[src/rtl/issueque_int.sv]
// Integer issue queue: collapsing storage, CDB wakeup/bypass, oldest-ready select.
// Define ISSUEQUE_INT_FLUSH_EN to make the flush input clear the queue; otherwise flush is ignored.
module issueque_int #(
  parameter int DEPTH = 4
) (
  input  logic        clk,
  input  logic        reset,
  input  logic        dispatch_valid,
  output logic        dispatch_ready,
  input  logic [5:0]  dispatch_opcode,
  input  logic [5:0]  dispatch_rdtag,
  input  logic [5:0]  dispatch_rstag,
  input  logic [5:0]  dispatch_rttag,
  input  logic        dispatch_rsvalid,
  input  logic        dispatch_rtvalid,
  input  logic [31:0] dispatch_rsdata,
  input  logic [31:0] dispatch_rtdata,
  input  logic        cdb_valid,
  input  logic [5:0]  cdb_tag,
  input  logic [31:0] cdb_data,
  input  logic        flush,
  output logic        issueint_ready,
  output logic [5:0]  issueint_opcode,
  output logic [31:0] issueint_rsdata,
  output logic [31:0] issueint_rtdata,
  output logic [5:0]  issueint_rdtag,
  input  logic        issueint_equeueint_done
);

  localparam int CW = $clog2(DEPTH + 1);

  typedef struct packed {
    logic        valid;
    logic [5:0]  opcode;
    logic [5:0]  rdtag;
    logic [5:0]  rstag;
    logic        rsvalid;
    logic [31:0] rsdata;
    logic [5:0]  rttag;
    logic        rtvalid;
    logic [31:0] rtdata;
  } entry_t;

  entry_t        entry_q [DEPTH];
  entry_t        entry_d [DEPTH];
  entry_t        wokenEntry [DEPTH];
  entry_t        shiftedEntry [DEPTH];
  entry_t        newEntry;
  entry_t        selEntry;
  logic [CW-1:0] count_q;
  logic [CW-1:0] count_d;
  logic [CW-1:0] selIdx;
  logic [CW-1:0] writeIdx;
  logic          anyReady;
  logic          accept;
  logic          retire;

  assign dispatch_ready = (count_q < CW'(DEPTH));
  assign accept         = dispatch_valid & dispatch_ready;
  assign retire         = issueint_equeueint_done & anyReady;
  assign writeIdx       = count_q - CW'(retire);

  // Select looks only at registered state so done never loops back into the outputs.
  always_comb begin
    anyReady = 1'b0;
    selIdx   = '0;
    selEntry = '0;
    for (int i = 0; i < DEPTH; i++) begin
      if (!anyReady && entry_q[i].valid && entry_q[i].rsvalid && entry_q[i].rtvalid) begin
        anyReady = 1'b1;
        selIdx   = CW'(i);
        selEntry = entry_q[i];
      end
    end
  end

  assign issueint_ready  = anyReady;
  assign issueint_opcode = selEntry.opcode;
  assign issueint_rsdata = selEntry.rsdata;
  assign issueint_rtdata = selEntry.rtdata;
  assign issueint_rdtag  = selEntry.rdtag;

  always_comb begin
    newEntry         = '0;
    newEntry.valid   = 1'b1;
    newEntry.opcode  = dispatch_opcode;
    newEntry.rdtag   = dispatch_rdtag;
    newEntry.rstag   = dispatch_rstag;
    newEntry.rsvalid = dispatch_rsvalid;
    newEntry.rsdata  = dispatch_rsdata;
    newEntry.rttag   = dispatch_rttag;
    newEntry.rtvalid = dispatch_rtvalid;
    newEntry.rtdata  = dispatch_rtdata;
    // A broadcast in the dispatch cycle would otherwise be missed by the new entry.
    if (cdb_valid && !dispatch_rsvalid && (dispatch_rstag == cdb_tag)) begin
      newEntry.rsvalid = 1'b1;
      newEntry.rsdata  = cdb_data;
    end
    if (cdb_valid && !dispatch_rtvalid && (dispatch_rttag == cdb_tag)) begin
      newEntry.rtvalid = 1'b1;
      newEntry.rtdata  = cdb_data;
    end
  end

  always_comb begin
    for (int i = 0; i < DEPTH; i++) begin
      wokenEntry[i] = entry_q[i];
      if (cdb_valid && entry_q[i].valid && !entry_q[i].rsvalid &&
          (entry_q[i].rstag == cdb_tag)) begin
        wokenEntry[i].rsvalid = 1'b1;
        wokenEntry[i].rsdata  = cdb_data;
      end
      if (cdb_valid && entry_q[i].valid && !entry_q[i].rtvalid &&
          (entry_q[i].rttag == cdb_tag)) begin
        wokenEntry[i].rtvalid = 1'b1;
        wokenEntry[i].rtdata  = cdb_data;
      end
    end
  end

  // Entries at and above the retired slot collapse down one place.
  always_comb begin
    for (int i = 0; i < DEPTH - 1; i++) begin
      shiftedEntry[i] = (retire && (CW'(i) >= selIdx)) ? wokenEntry[i+1] : wokenEntry[i];
    end
    shiftedEntry[DEPTH-1] = retire ? '0 : wokenEntry[DEPTH-1];
  end

  always_comb begin
    count_d = count_q + CW'(accept) - CW'(retire);
    for (int i = 0; i < DEPTH; i++) begin
      entry_d[i] = shiftedEntry[i];
      if (accept && (writeIdx == CW'(i))) begin
        entry_d[i] = newEntry;
      end
    end
`ifdef ISSUEQUE_INT_FLUSH_EN
    if (flush) begin
      count_d = '0;
      for (int i = 0; i < DEPTH; i++) begin
        entry_d[i].valid = 1'b0;
      end
    end
`endif
  end

`ifdef ISSUEQUE_INT_FLUSH_EN
`else
  logic unused_flush;
  assign unused_flush = flush;
`endif

  always_ff @(posedge clk or negedge reset) begin
    if (!reset) begin
      count_q <= '0;
      for (int i = 0; i < DEPTH; i++) begin
        entry_q[i] <= '0;
      end
    end else begin
      count_q <= count_d;
      entry_q <= entry_d;
    end
  end

endmodule

[config.mk]
export PLATFORM = sky130hd
export DESIGN_NAME = issueque_int
export DESIGN_NICKNAME = d
export VERILOG_FILES = /design/src/rtl/issueque_int.sv
export SDC_FILE = /design/constraint.sdc
export NUM_CORES = 1
export LEC_CHECK = 0
export CAP_MARGIN = 20
export CELL_PAD_IN_SITES_DETAIL_PLACEMENT = 1
export CELL_PAD_IN_SITES_GLOBAL_PLACEMENT = 1
export CORE_UTILIZATION = 45
export CTS_BUF_LIST = sky130_fd_sc_hd__clkbuf_8 sky130_fd_sc_hd__clkbuf_16
export DETAILED_ROUTE_END_ITERATION = 6
export PLACE_DENSITY_LB_ADDON = 0.08
export SKIP_CTS_REPAIR_TIMING = 1
export SYNTH_ARGS = -nofsm -noshare
export SYNTH_HDL_FRONTEND = slang
export SYNTH_SLANG_ARGS = --single-unit
export TNS_END_PERCENT = 100
[constraint.sdc]
create_clock -name clk -period 4.8 [get_ports clk]
set_input_delay 0.96 -clock clk [delete_from_list [all_inputs] [get_ports clk]]
set_output_delay 0.96 -clock clk [all_outputs]
set_load 0.01 [all_outputs]
==> results.rst <==
.. list-table::
   :header-rows: 1

   * - Metric
     - Value
   * - Depth of the worst register-to-register path
     - 11
   * - Hold slack final
     - between 0.3 and 0.4 ns
   * - Combinational fraction of design power
     - a little over half
   * - Startpoint of the lowest-slack register-to-register path
     - entry_q[363]
   * - Clock Latency Late Sink
     - slightly below 0.6 ns
   * - Largest net degree at the start of global routing
     - 115
   * - Clock slew seen by the registers of the worst setup and hold paths
     - ~0.060 ns
   * - Cell-by-cell listing of the critical path
     - and3_4, nor4_2, buf_12, nand2_1, o21ai_0, clkdlybuf4s50_1
   * - Detail Route Antenna Nets
     - 0
   * - Gate count of the mapped netlist
     - roughly 2.2k
   * - Antenna violations before repair
     - 5
   * - Critical Path AT
     - around 3.7 ns
   * - Switching power of the nets
     - ~0.0085 W
   * - Yosys warning total
     - 0
   * - Required time of the critical path
     - 3.84 ns
   * - Wire length of the first global-routing pass
     - around 130,000 um
   * - Syn-to-layout area delta
     - 19.3%
   * - Most common library cell in the layout ignoring fill and taps
     - dfrtp_1
   * - Horizontal die dimension
     - 217 um
   * - Avg Vias per Cell
     - a little under 7
   * - #FFs+latches synth
     - approximately 370
   * - Worst voltage drop across the vdd grid
     - roughly 380 uV
   * - Total number of nets in the final design
     - 2,448
   * - Cell depth of the worst setup path
     - 6
   * - Num Clock Sinks
     - roughly 370
   * - Critical-path maximum fanout
     - 71
   * - Vertical die dimension
     - about 220 um
   * - Buffer cell driving the clock tree root
     - clkbuf_16
   * - Top library cells by usage in the layout, fill and taps aside
     - dfrtp_1, nand2_1, mux2i_1, clkdlybuf4s50_1, o22ai_1
   * - Leakage component of the power
     - 10.3 nW
   * - Gpl congestion
     - between 0.8 and 0.9
   * - Pins over their slew limit
     - 0
   * - Violation count after the first detailed-route iteration
     - around 1.8k
   * - Crit start category
     - register
   * - Port bufs
     - 210
   * - Overflow left after global routing
     - 0
   * - TritonCTS clock tree
     - done
   * - Count of flip-flops with a built-in enable after synthesis
     - 0
   * - Setup CP Type
     - register to primary output
   * - Post-layout instance area
     - 24,800 um2
   * - Slowest stage delay, CP
     - around 0.65 ns
   * - Worst-Margin Slew
     - 1.09 ns
   * - Number of buffers added by the clock tree synthesis step
     - 44
   * - Number of I/O pins
     - between 200 and 250
   * - Synth async-reset ratio
     - 100%
   * - Total standard cell area after synthesis
     - between 20,000 and 25,000 um2
   * - Wire length per cell
     - about 29 um
   * - Final total power
     - approximately 0.019 W
   * - Maximum clock frequency
     - approximately 0.22 GHz
   * - Placed wire-length estimate after detailed placement
     - about 49,000 um
   * - Post-Synthesis Mean Instance Area
     - between 9 and 10 um2
   * - Dominant delay contributor by cell family on the critical path
     - simple AND/OR/NAND/NOR gates
   * - Clk_skew
     - roughly 0.014 ns
   * - Highest-delay cell along the critical path
     - clkdlybuf4s50_1
   * - Initial core utilization
     - 45.7%
   * - Post-place instance area
     - 23,400 um2
   * - Cell Int Power
     - around 0.011 W
   * - Summed negative setup slack over all endpoints
     - 0 ns
   * - Htree depth
     - 2
   * - Final setup viols
     - 0
   * - Number of core rows
     - 78
   * - Vias post-DR
     - around 20k
   * - Worst setup slack for register-to-register paths
     - 0.72 ns
   * - Drt first pass iters
     - 7
   * - Maximum number of buffers from clock root to sink
     - 3
   * - Relative slew margins
     - between 20% and 30%
   * - Net switching share of the total power
     - between 40% and 50%
   * - RR Endpoint
     - entry_q[248]
   * - Fraction of layout instances using a drive strength above 1
     - roughly 8.4%
   * - Predominant post-synthesis flop cell
     - dfrtp_1
   * - Count of final hold-check violations
     - 0
   * - Sequential share of power
     - slightly above 30%
   * - Post-synth net total
     - about 2.4k
   * - Routed WL
     - slightly below 90,000 um
   * - Number of maximum-capacitance violations
     - 0
   * - Total global-route track usage
     - ~37%
   * - Buffers plus inverters on the worst setup path
     - 2
   * - Sequential-to-total area share from yosys stat
     - about 44%
   * - Synth cell types
     - 48
   * - Share of the core filled with cells
     - a little over half
   * - Setup repair after global routing missed its margin
     - no
   * - Period utilization
     - 96.6%
   * - Path class of the lowest-slack min-delay path
     - input pin to async pin
   * - Vias in the first global route
     - about 22k
   * - Outcome
     - completed
   * - Minimum clock period
     - around 4.6 ns
   * - Die ar.
     - 47,000 um2
   * - Element type at the critical path end
     - primary output
   * - Clock Power Share
     - approximately 17%
   * - Core Footprint
     - 45,500 um2
   * - # DRC
     - 0
   * - Cell Pwr Density
     - roughly 770 nW/um2
==> per-layer routing <==
layer | vias up | track usage, % | routed length (um)
met5 | - | 0 | 52
met3 | 247 | 6.60 | 6840
met4 | 8 | 15.5 | 3340
li1 | 8603 | - | -
met2 | 961 | 59.8 | 41400
met1 | 10500 | 47.5 | 34900
==> flip-flops by register name, summed over array words and instances, names as in the netlist <==
register,cells
entry_q,364
count_q,3
==> per-stage QoR <==
step	setup slack [ns]	instances
final	0.161	2939
after global routing	0.141	2938
after global placement	0.720	2863
after CTS	0.229	2938
after floorplan	1.02	2228
after detailed placement	0.584	2863
==> synth_stat cells, types with 12 or more instances <==
master    instances  area [um2]
o21ai_0         102         510
clkbuf_1        156         586
buf_1            12        45.0
nand3_1          38         190
mux2i_1         216        2160
o221ai_1        129        1130
nand2_1         258         968
o22ai_1         195        1220
a21oi_1         106         531
a21oi_2          32         280
dfrtp_1         367        9180
xor2_1           45         394
xnor2_1          18         158
buf_2            61         305
nor2_1          196         736
a221oi_1        140        1230
buf_4            14         105
a31oi_1          49         307
==> how the worst max path moves through the flow <==
stage / endpoint / from
2_1_floorplan: entry_q[274] / issueint_equeueint_done
3_3_place_gp: entry_q[249] / issueint_equeueint_done
3_5_place_dp: entry_q[245] / issueint_equeueint_done
4_1_cts: issueint_rsdata[26] / entry_q[344]
5_1_grt: issueint_rsdata[1] / entry_q[344]
6_report: issueint_rsdata[1] / entry_q[344]
==> cell families after synthesis <==
| group | Yosys count | synth area share [%] |
|---|---|---|
| muxes | 216 | 10.4 |
| xor gates and xnor gates | 63 | 2.66 |
| adders and majority gates | 5 | 0.337 |
| AOI/OAI and AO/OA | 774 | 25.9 |
| buffers and inverters | 257 | 5.52 |
| and+or+nand+nor | 546 | 10.9 |
| DFF | 367 | 44.2 |
==> final cells by class <==
cell class | count | area, um2
fill | 5092 | 20700
clock buffer | 55 | 1260
sequential | 367 | 9180
timing repair buffer | 285 | 2880
antenna | 1 | 2.50
clock inverter | 20 | 83.8
multi-input combinational | 1604 | 10600
inverter | 7 | 26.3
tap | 600 | 751
==> power groups by stage <==
stage / registers (W) / logic [W] / clock network, W
after floorplan: 0.00562 / 0.00584 / 0
after global placement: 0.00590 / 0.00943 / 0
after detailed placement: 0.00598 / 0.00978 / 0
after CTS: 0.00596 / 0.00985 / 0.00324
after global routing: 0.00619 / 0.0106 / 0.00336
final: 0.00599 / 0.00999 / 0.00321
No activity file was read; power rests on OpenSTA's default activity.
